<file path="config.mk">
export PLATFORM = sky130hd
export DESIGN_NAME = uart_tx_fifo_reader
export DESIGN_NICKNAME = d
export VERILOG_FILES = /design/src/rtl/uart_pkg.sv /design/src/rtl/uart_baud_tick.sv /design/src/rtl/uart_tx_fifo_reader.sv
export SDC_FILE = /design/constraint.sdc
export NUM_CORES = 1
export LEC_CHECK = 0
export ABC_AREA = 0
export CORE_MARGIN = 5
export CORE_UTILIZATION = 50
export DETAILED_ROUTE_END_ITERATION = 12
export PLACE_DENSITY = 0.75
export SLEW_MARGIN = 0
export SYNTH_ARGS = -nofsm -noshare
export SYNTH_HDL_FRONTEND = slang
export SYNTH_HIERARCHICAL = 1
export SYNTH_SLANG_ARGS = --single-unit
</file>
<file path="constraint.sdc">
create_clock -name CLK -period 1.4 [get_ports CLK]
set_input_delay 0.28 -clock CLK [delete_from_list [all_inputs] [get_ports CLK]]
set_output_delay 0.28 -clock CLK [all_outputs]
set_load 0.1 [all_outputs]
</file>
<file path="src/rtl/uart_pkg.sv">
// Shared types and line levels for the UART calculator transmit path.
// PARITY is only reachable when UART_TX_PARITY_EN is defined.
package uart_pkg;

    typedef enum logic [2:0] {
        IDLE,
        FETCH,
        LOAD,
        START,
        DATA,
        PARITY,
        STOP
    } tx_state_t;

    localparam logic UART_IDLE_LVL = 1'b1;
    localparam logic START_LVL     = 1'b0;
    localparam logic STOP_LVL      = 1'b1;

endpackage

</file>
<file path="src/rtl/uart_baud_tick.sv">
// Bit-period timer: counts 0..CLKS_PER_BIT-1 and raises TICK (registered)
// during the terminal-count cycle; CLR restarts the count from zero.
module uart_baud_tick #(
    parameter int unsigned CLKS_PER_BIT = 868
) (
    input  logic CLK,
    input  logic RST,
    input  logic CLR,
    output logic TICK
);

    localparam int unsigned CW = (CLKS_PER_BIT > 1) ? $clog2(CLKS_PER_BIT) : 1;
    localparam logic [CW-1:0] LAST = CW'(CLKS_PER_BIT - 1);

    logic [CW-1:0] cnt_q, cnt_d;
    logic          tick_q, tick_d;

    always_comb begin
        cnt_d = cnt_q + CW'(1);
        if (CLR || (cnt_q == LAST)) begin
            cnt_d = '0;
        end
        // Registered compare on the next count so TICK lines up with cnt_q == LAST.
        tick_d = (cnt_d == LAST);
    end

    always_ff @(posedge CLK) begin
        if (RST) begin
            cnt_q  <= '0;
            tick_q <= 1'b0;
        end else begin
            cnt_q  <= cnt_d;
            tick_q <= tick_d;
        end
    end

    assign TICK = tick_q;

endmodule

</file>
<file path="src/rtl/uart_tx_fifo_reader.sv">
// Pops bytes from the shared result FIFO and serialises them as 8N1, LSB first.
// Define UART_TX_PARITY_EN to insert an even-parity bit (8E1).
module uart_tx_fifo_reader
    import uart_pkg::*;
#(
    parameter int unsigned DATA_WIDTH   = 8,
    parameter int unsigned CLKS_PER_BIT = 868
) (
    input  logic                  CLK,
    input  logic                  RST,
    input  logic [DATA_WIDTH-1:0] FIFO_DATA_OUT,
    input  logic                  FIFO_EMPTY,
    input  logic                  WR_ACTIVE,
    output logic                  FIFO_E,
    output logic                  FIFO_R_WR,
    output logic                  TX,
    output logic                  BUSY,
    output logic                  TX_DONE
);

    localparam int unsigned BW = (DATA_WIDTH > 1) ? $clog2(DATA_WIDTH) : 1;
    localparam logic [BW-1:0] LAST_BIT = BW'(DATA_WIDTH - 1);

    tx_state_t             state_q, state_d;
    logic [DATA_WIDTH-1:0] shift_q, shift_d;
    logic [BW-1:0]         bit_cnt_q, bit_cnt_d;
    logic                  tx_q, tx_d;
    logic                  busy_q, busy_d;
    logic                  fifo_e_q, fifo_e_d;
`ifdef UART_TX_PARITY_EN
    logic                  parity_q, parity_d;
`endif

    logic baud_clr;
    logic baud_tick;

    uart_baud_tick #(
        .CLKS_PER_BIT(CLKS_PER_BIT)
    ) u_baud (
        .CLK (CLK),
        .RST (RST),
        .CLR (baud_clr),
        .TICK(baud_tick)
    );

    // Timer is held at zero until the frame starts, so START gets a full bit.
    assign baud_clr = (state_q == IDLE) || (state_q == FETCH) || (state_q == LOAD);

    always_comb begin
        state_d   = state_q;
        shift_d   = shift_q;
        bit_cnt_d = bit_cnt_q;
        tx_d      = tx_q;
        fifo_e_d  = 1'b0;
`ifdef UART_TX_PARITY_EN
        parity_d  = parity_q;
`endif
        case (state_q)
            IDLE: begin
                tx_d = UART_IDLE_LVL;
                if (!FIFO_EMPTY && !WR_ACTIVE) begin
                    state_d  = FETCH;
                    fifo_e_d = 1'b1;
                end
            end
            FETCH: state_d = LOAD;
            LOAD: begin
                shift_d   = FIFO_DATA_OUT;
                bit_cnt_d = '0;
                tx_d      = START_LVL;
                state_d   = START;
`ifdef UART_TX_PARITY_EN
                parity_d  = ^FIFO_DATA_OUT;
`endif
            end
            START: begin
                if (baud_tick) begin
                    state_d = DATA;
                    tx_d    = shift_q[0];
                end
            end
            DATA: begin
                if (baud_tick) begin
                    if (bit_cnt_q == LAST_BIT) begin
`ifdef UART_TX_PARITY_EN
                        state_d = PARITY;
                        tx_d    = parity_q;
`else
                        state_d = STOP;
                        tx_d    = STOP_LVL;
`endif
                    end else begin
                        shift_d   = shift_q >> 1;
                        bit_cnt_d = bit_cnt_q + BW'(1);
                        tx_d      = shift_d[0];
                    end
                end
            end
`ifdef UART_TX_PARITY_EN
            PARITY: begin
                if (baud_tick) begin
                    state_d = STOP;
                    tx_d    = STOP_LVL;
                end
            end
`endif
            STOP: begin
                if (baud_tick) begin
                    state_d = IDLE;
                    tx_d    = UART_IDLE_LVL;
                end
            end
            default: begin
                state_d = IDLE;
                tx_d    = UART_IDLE_LVL;
            end
        endcase
        busy_d = (state_d != IDLE);
    end

    always_ff @(posedge CLK) begin
        if (RST) begin
            state_q   <= IDLE;
            shift_q   <= '0;
            bit_cnt_q <= '0;
            tx_q      <= UART_IDLE_LVL;
            busy_q    <= 1'b0;
            fifo_e_q  <= 1'b0;
`ifdef UART_TX_PARITY_EN
            parity_q  <= 1'b0;
`endif
        end else begin
            state_q   <= state_d;
            shift_q   <= shift_d;
            bit_cnt_q <= bit_cnt_d;
            tx_q      <= tx_d;
            busy_q    <= busy_d;
            fifo_e_q  <= fifo_e_d;
`ifdef UART_TX_PARITY_EN
            parity_q  <= parity_d;
`endif
        end
    end

    assign TX        = tx_q;
    assign BUSY      = busy_q;
    assign FIFO_E    = fifo_e_q;
    assign FIFO_R_WR = 1'b0;
    // Both terms are flops: the terminal-count cycle of the stop bit.
    assign TX_DONE   = (state_q == STOP) && baud_tick;

endmodule

</file>
# Word level (Yosys, flattened, before mapping)
# Index checks and enable logic that the tools add are counted.
# totals
in_bits,12
register_bits,28
wordCells,56
# classes
n_eq_ne,12
muxes,19
bitwise,2
n_addsub,2
reduce_logical,13
# op_table
operator,n
3-bit 2-to-1 mux,7
10-bit equality test (second input constant),2
3-bit one-hot mux with 6 select lines,1
8-bit 2-to-1 mux,2
8-bit one-hot mux with 2 select lines,1
10-bit by 1-bit adder with 10-bit output (second input constant),1
10-bit 2-to-1 mux,1
3-bit equality test (second input constant),3
3-bit by 2-bit equality test with 1-bit output (second input constant),2
2-bit by 1-bit inequality test with 1-bit output (second input constant),3
3-bit one-hot mux with 2 select lines,1
1-bit 2-to-1 mux,5
1-bit one-hot mux with 5 select lines,1
4-bit AND reduction,1
3-bit by 1-bit adder with 3-bit output (second input constant),1
3-bit by 1-bit equality test with 1-bit output (second input constant),1
3-bit logical NOT,1
1-bit logical OR,3
3-bit AND reduction,1
3-bit nonzero test,1
1-bit logical AND,2
1-bit logical NOT,2
2-bit inequality test (second input constant),1
1-bit NOT,2
other kinds (2),2

# Longest topological paths before layout
# logic_depth
word_depth,6
mapped_depth,5
ltp_nobuf,5

# By module
# The synthesis kept the hierarchy.
# by_module_without_submodules
module,cells_each,n_inst,seq_area_each_um2,area_per_inst_um2
uart_tx_fifo_reader,108,1,340.3,987.2
uart_baud_tick,58,1,220.2,543.0

# Worst setup path before layout
# OpenSTA, ideal clock, no wires.
# synth_path
kind,reg2out
start,register state_q[2]
end,output TX_DONE
slack_ps,-1556
arrival_ps,2676
t_required_ps,1120
path_stages_with_launch,4
path_cell_list,dfxtp_1 -> buf_4 -> inv_1 -> nor3_1
# synth_between
elab_chain_cells,2
# synth_rtl
item,line,source
start: declaration,uart_tx_fifo_reader.sv:24,"tx_state_t state_q, state_d;"
start signal: assignment,uart_tx_fifo_reader.sv:133,state_q <= state_d;
3-bit equality test,uart_tx_fifo_reader.sv:150,assign TX_DONE = (state_q == STOP) && baud_tick;
1-bit logical AND,uart_tx_fifo_reader.sv:150,
end: declaration,uart_tx_fifo_reader.sv:18,output logic TX_DONE
# Every way passes these cells.

# Final worst setup path
# layout_path
start,register state_q[0]
end,output TX_DONE
# The elaborated chain is that of the path after synthesis.

==> flow_summary.yaml <==
yosys:
  synthesis.nets: 181
  yosys.cell_types.count: 52
  synth-main-ff-cell: "dfxtp_1"
  yosysWarnings: 6
  yosysTopAreaCellShare_pct: 36.6
  yosys_register_bits: 28
  yosysTopAreaCell: "dfxtp_1"
  synth_edf_count: 0
  syn_avg_cell_area_um2: 9.22
  synthCells: 166
  synthTopCellsByArea: "dfxtp_1 37%, a21oi_1 4.9%, mux2i_1 4.6%"
  ys_seq_area_share_pct: 36.6
  syn-cell-area_um2: 1530
  ys_async_sr_fraction_pct: 0
cts:
  clkLatencyLatePin_ns: 0.33
  numCtsBuffers: 3
  cts_root_buf: "clkbuf_4"
  cts_hold_buf: 0
  clock_tree.buffer_depth: 2
  cts_max_level: 1
  path_clk_slew_ns: 0.16
  cts.sinks: 28
  cts_tree: "yes"
sta:
  fin_worst_skew_ns: 0.0142
  grt_setup_unrepaired: "true"
  setup-violations-final: 8
  max_freq_mhz: 672
  drv_slew: 0
  fin_crit_sh_pct: 106
  hold_viol: 0
  finalCriticalPeriod_ns: 1.49
  tns_ns: -0.322
  setup_slack_ns: -0.0889
route:
  drtIter0Drc: 89
  first_pass_iters: 4
  viasPerCell: 5.88
  drc: 0
  wl_per_cell_um: 15.3
  postRouteAntennaNets: 0
  vias: 1370
  wl_mm: 3.57
power_and_ir_drop:
  ir_drop_uv: 432
  power-per-cell-area_nw_per_um2: 782
  totalPowerFinal_mw: 1.70
  p_leak_nw: 0.742
global_route:
  antenna_found_initial: 0
  grt_pass1_wl_mm: 5.93
  grt_pass1_vias: 1304
  grt_overflow: 0
  track_usage_pct: 17.5
  grt_max_degree: 17
setup_path:
  max_stage_delay_ns: 0.38
  critical_path_required_ns: 1.12
  worstPathCellList: "buf_6 -> nor3_4 -> buf_12"
  critPathMaxFanout: 2
  r2r_cells: 5
  arrival_ns: 1.21
  endpoint_kind: "output port"
  cp_top_family: "flip-flops"
  slowest_stage: "dfxtp_4"
  crit_type: "reg -> out"
  cp-start-kind: "flop"
  cp_num_cells: 3
  crit_buf_inv: 2
run_status:
  failed_checks: "setup timing"
  status: "finished with violations"
place:
  port-buffer-count: 15
  dpl.hpwl_mm: 2.47
  post-place-ws_ns: -0.181
  gp_congestion: 0.805
min_path:
  hp-class: "reg -> reg"
  min_delay_path_depth: 2
final_layout:
  synthToLayoutAreaGrowth_pct: 42.3
  drive_above_1_share_pct: 39.0
  fillers: 213
  final_util_pct: 72.5
  n_antenna_cell: 0
  nNetsFinal: 216
floorplanning:
  row_count: 20
  dieArea_um2: 4270
  boundaryPins: 17
  die_h_um: 65.3
  fp.dieW_um: 65.3
  coreArea_um2: 3000
  floorplan.initialDensity_pct: 51.0
run:
  maxCapViolations: 0
## state kept, by name, summed over array words and instances, names as in the netlist
name	cells
state_q	3
TX	1
u_baud/cnt_q	10
shift_q	8
bit_cnt_q	3
FIFO_E	1
u_baud/TICK	1
BUSY	1
## power by group
group | leakage, nW | internal, mW | switching (mW)
Sequential | 0.234 | 0.822 | 0.0279
Clock | 0.0279 | 0.290 | 0.240
Combinational | 0.479 | 0.144 | 0.178
Total | 0.742 | 1.26 | 0.446
## what timing repair did
| action | in CTS | in global routing |
|---|---|---|
| setup buffers | 6 | 0 |
| setup endpoints to repair | 22 | 17 |
| pin swaps | 11 | 10 |
| endpoints found under the hold margin | 0 | 0 |
| gates resized for setup | 31 | 14 |
| gates cloned | 0 | 0 |
## path summary, 6_finish.rpt
check	startpoint	end	slack, ns
hold / removal	shift_q[7]	shift_q[7]	0.50
setup reg to reg	bit_cnt_q[1]	bit_cnt_q[2]	-0.09
hold reg to reg	shift_q[7]	shift_q[7]	0.50
setup / recovery	state_q[0]	TX_DONE	-0.09
## metrics by stage
step | hold WS [ns] | instances | cell area [um^2]
floorplan | 0.433 | 166 | 1600
global placement | 0.474 | 223 | 1890
detailed placement | 0.487 | 223 | 1890
CTS | 0.504 | 233 | 2110
global route | 0.539 | 233 | 2180
finish | 0.501 | 233 | 2180
## kinds of logic (layout without fill, tap and decap cells)
group | Yosys count | after routing | share of synthesized area, %
multiplexers | 7 | 7 | 4.58
buffers and inverters | 15 | 49 | 5.89
flip-flops | 28 | 28 | 36.6
adder cells (fa/ha/maj) | 3 | 3 | 2.45
XOR/XNOR | 7 | 7 | 4.01
other | 1 | 1 | 0.245
AO/OA/AOI/OAI | 43 | 43 | 20.0
AND/OR/NAND/NOR | 62 | 62 | 26.2
## cell usage after synthesis, drive strengths merged, types with 2 or more instances
cell	number
buf	9
mux2i	7
inv	6
nand2	9
or3	2
o2bb2ai	2
ha	3
o311ai	7
nor4b	4
xnor2	5
nor3	8
o21ai	5
nor2	13
and3b	2
nand2b	8
nor3b	2
a32o	2
a21oi	16
nand3	5
xor2	2
dfxtp	28
## per-layer routing
layer | wire, um | global-route usage [%] | vias up
met2 | 1950 | 31.6 | 20
met1 | 1500 | 20.7 | 669
met5 | 0 | 0 | -
li1 | - | - | 677
met4 | 29 | 6.74 | 0
met3 | 91 | 2.56 | 4
## cell usage in the layout, fill, tap and decap left out, types with 2 or more instances in the layout
master / synthesis / layout
clkbuf_4: 0 / 3
dfxtp_2: 0 / 8
xor2_1: 2 / 2
nand2_1: 9 / 8
nand3_2: 1 / 2
nand3_1: 3 / 2
clkdlybuf4s50_1: 0 / 11
nand2b_1: 8 / 8
buf_6: 2 / 3
dfxtp_4: 0 / 4
ha_4: 0 / 3
or3_1: 2 / 2
buf_4: 3 / 21
o21ai_0: 3 / 3
a21oi_1: 15 / 14
nor3_2: 0 / 2
mux2i_1: 7 / 7
buf_12: 0 / 4
xnor2_1: 5 / 5
nor2_1: 13 / 12
nor3b_2: 1 / 2
a32o_1: 2 / 2
o21ai_4: 0 / 2
o2bb2ai_1: 2 / 2
o311ai_1: 0 / 4
dfxtp_1: 28 / 16
nor4b_2: 1 / 3
inv_1: 5 / 5
nor3_1: 8 / 5
o311ai_2: 0 / 3
## final cells by class
type | instances | area [um^2] | area share (%)
multi-input cells | 123 | 1090 | 50.1
flip-flops and latches | 28 | 586 | 26.9
repair buffers | 39 | 382 | 17.5
well taps | 33 | 41.3 | 1.90
clock inverters | 1 | 30.0 | 1.38
inverters | 6 | 25.0 | 1.15
clock buffers | 3 | 22.5 | 1.03
## tightest hold or removal path: cells and delay by family, from the launching register on
kind	cells	cell delay (ns)
and+or+nand+nor	1	0.07
AOI/OAI and AO/OA	1	0.06
DFF	1	0.35
No activity file was read; power rests on OpenSTA's default activity.
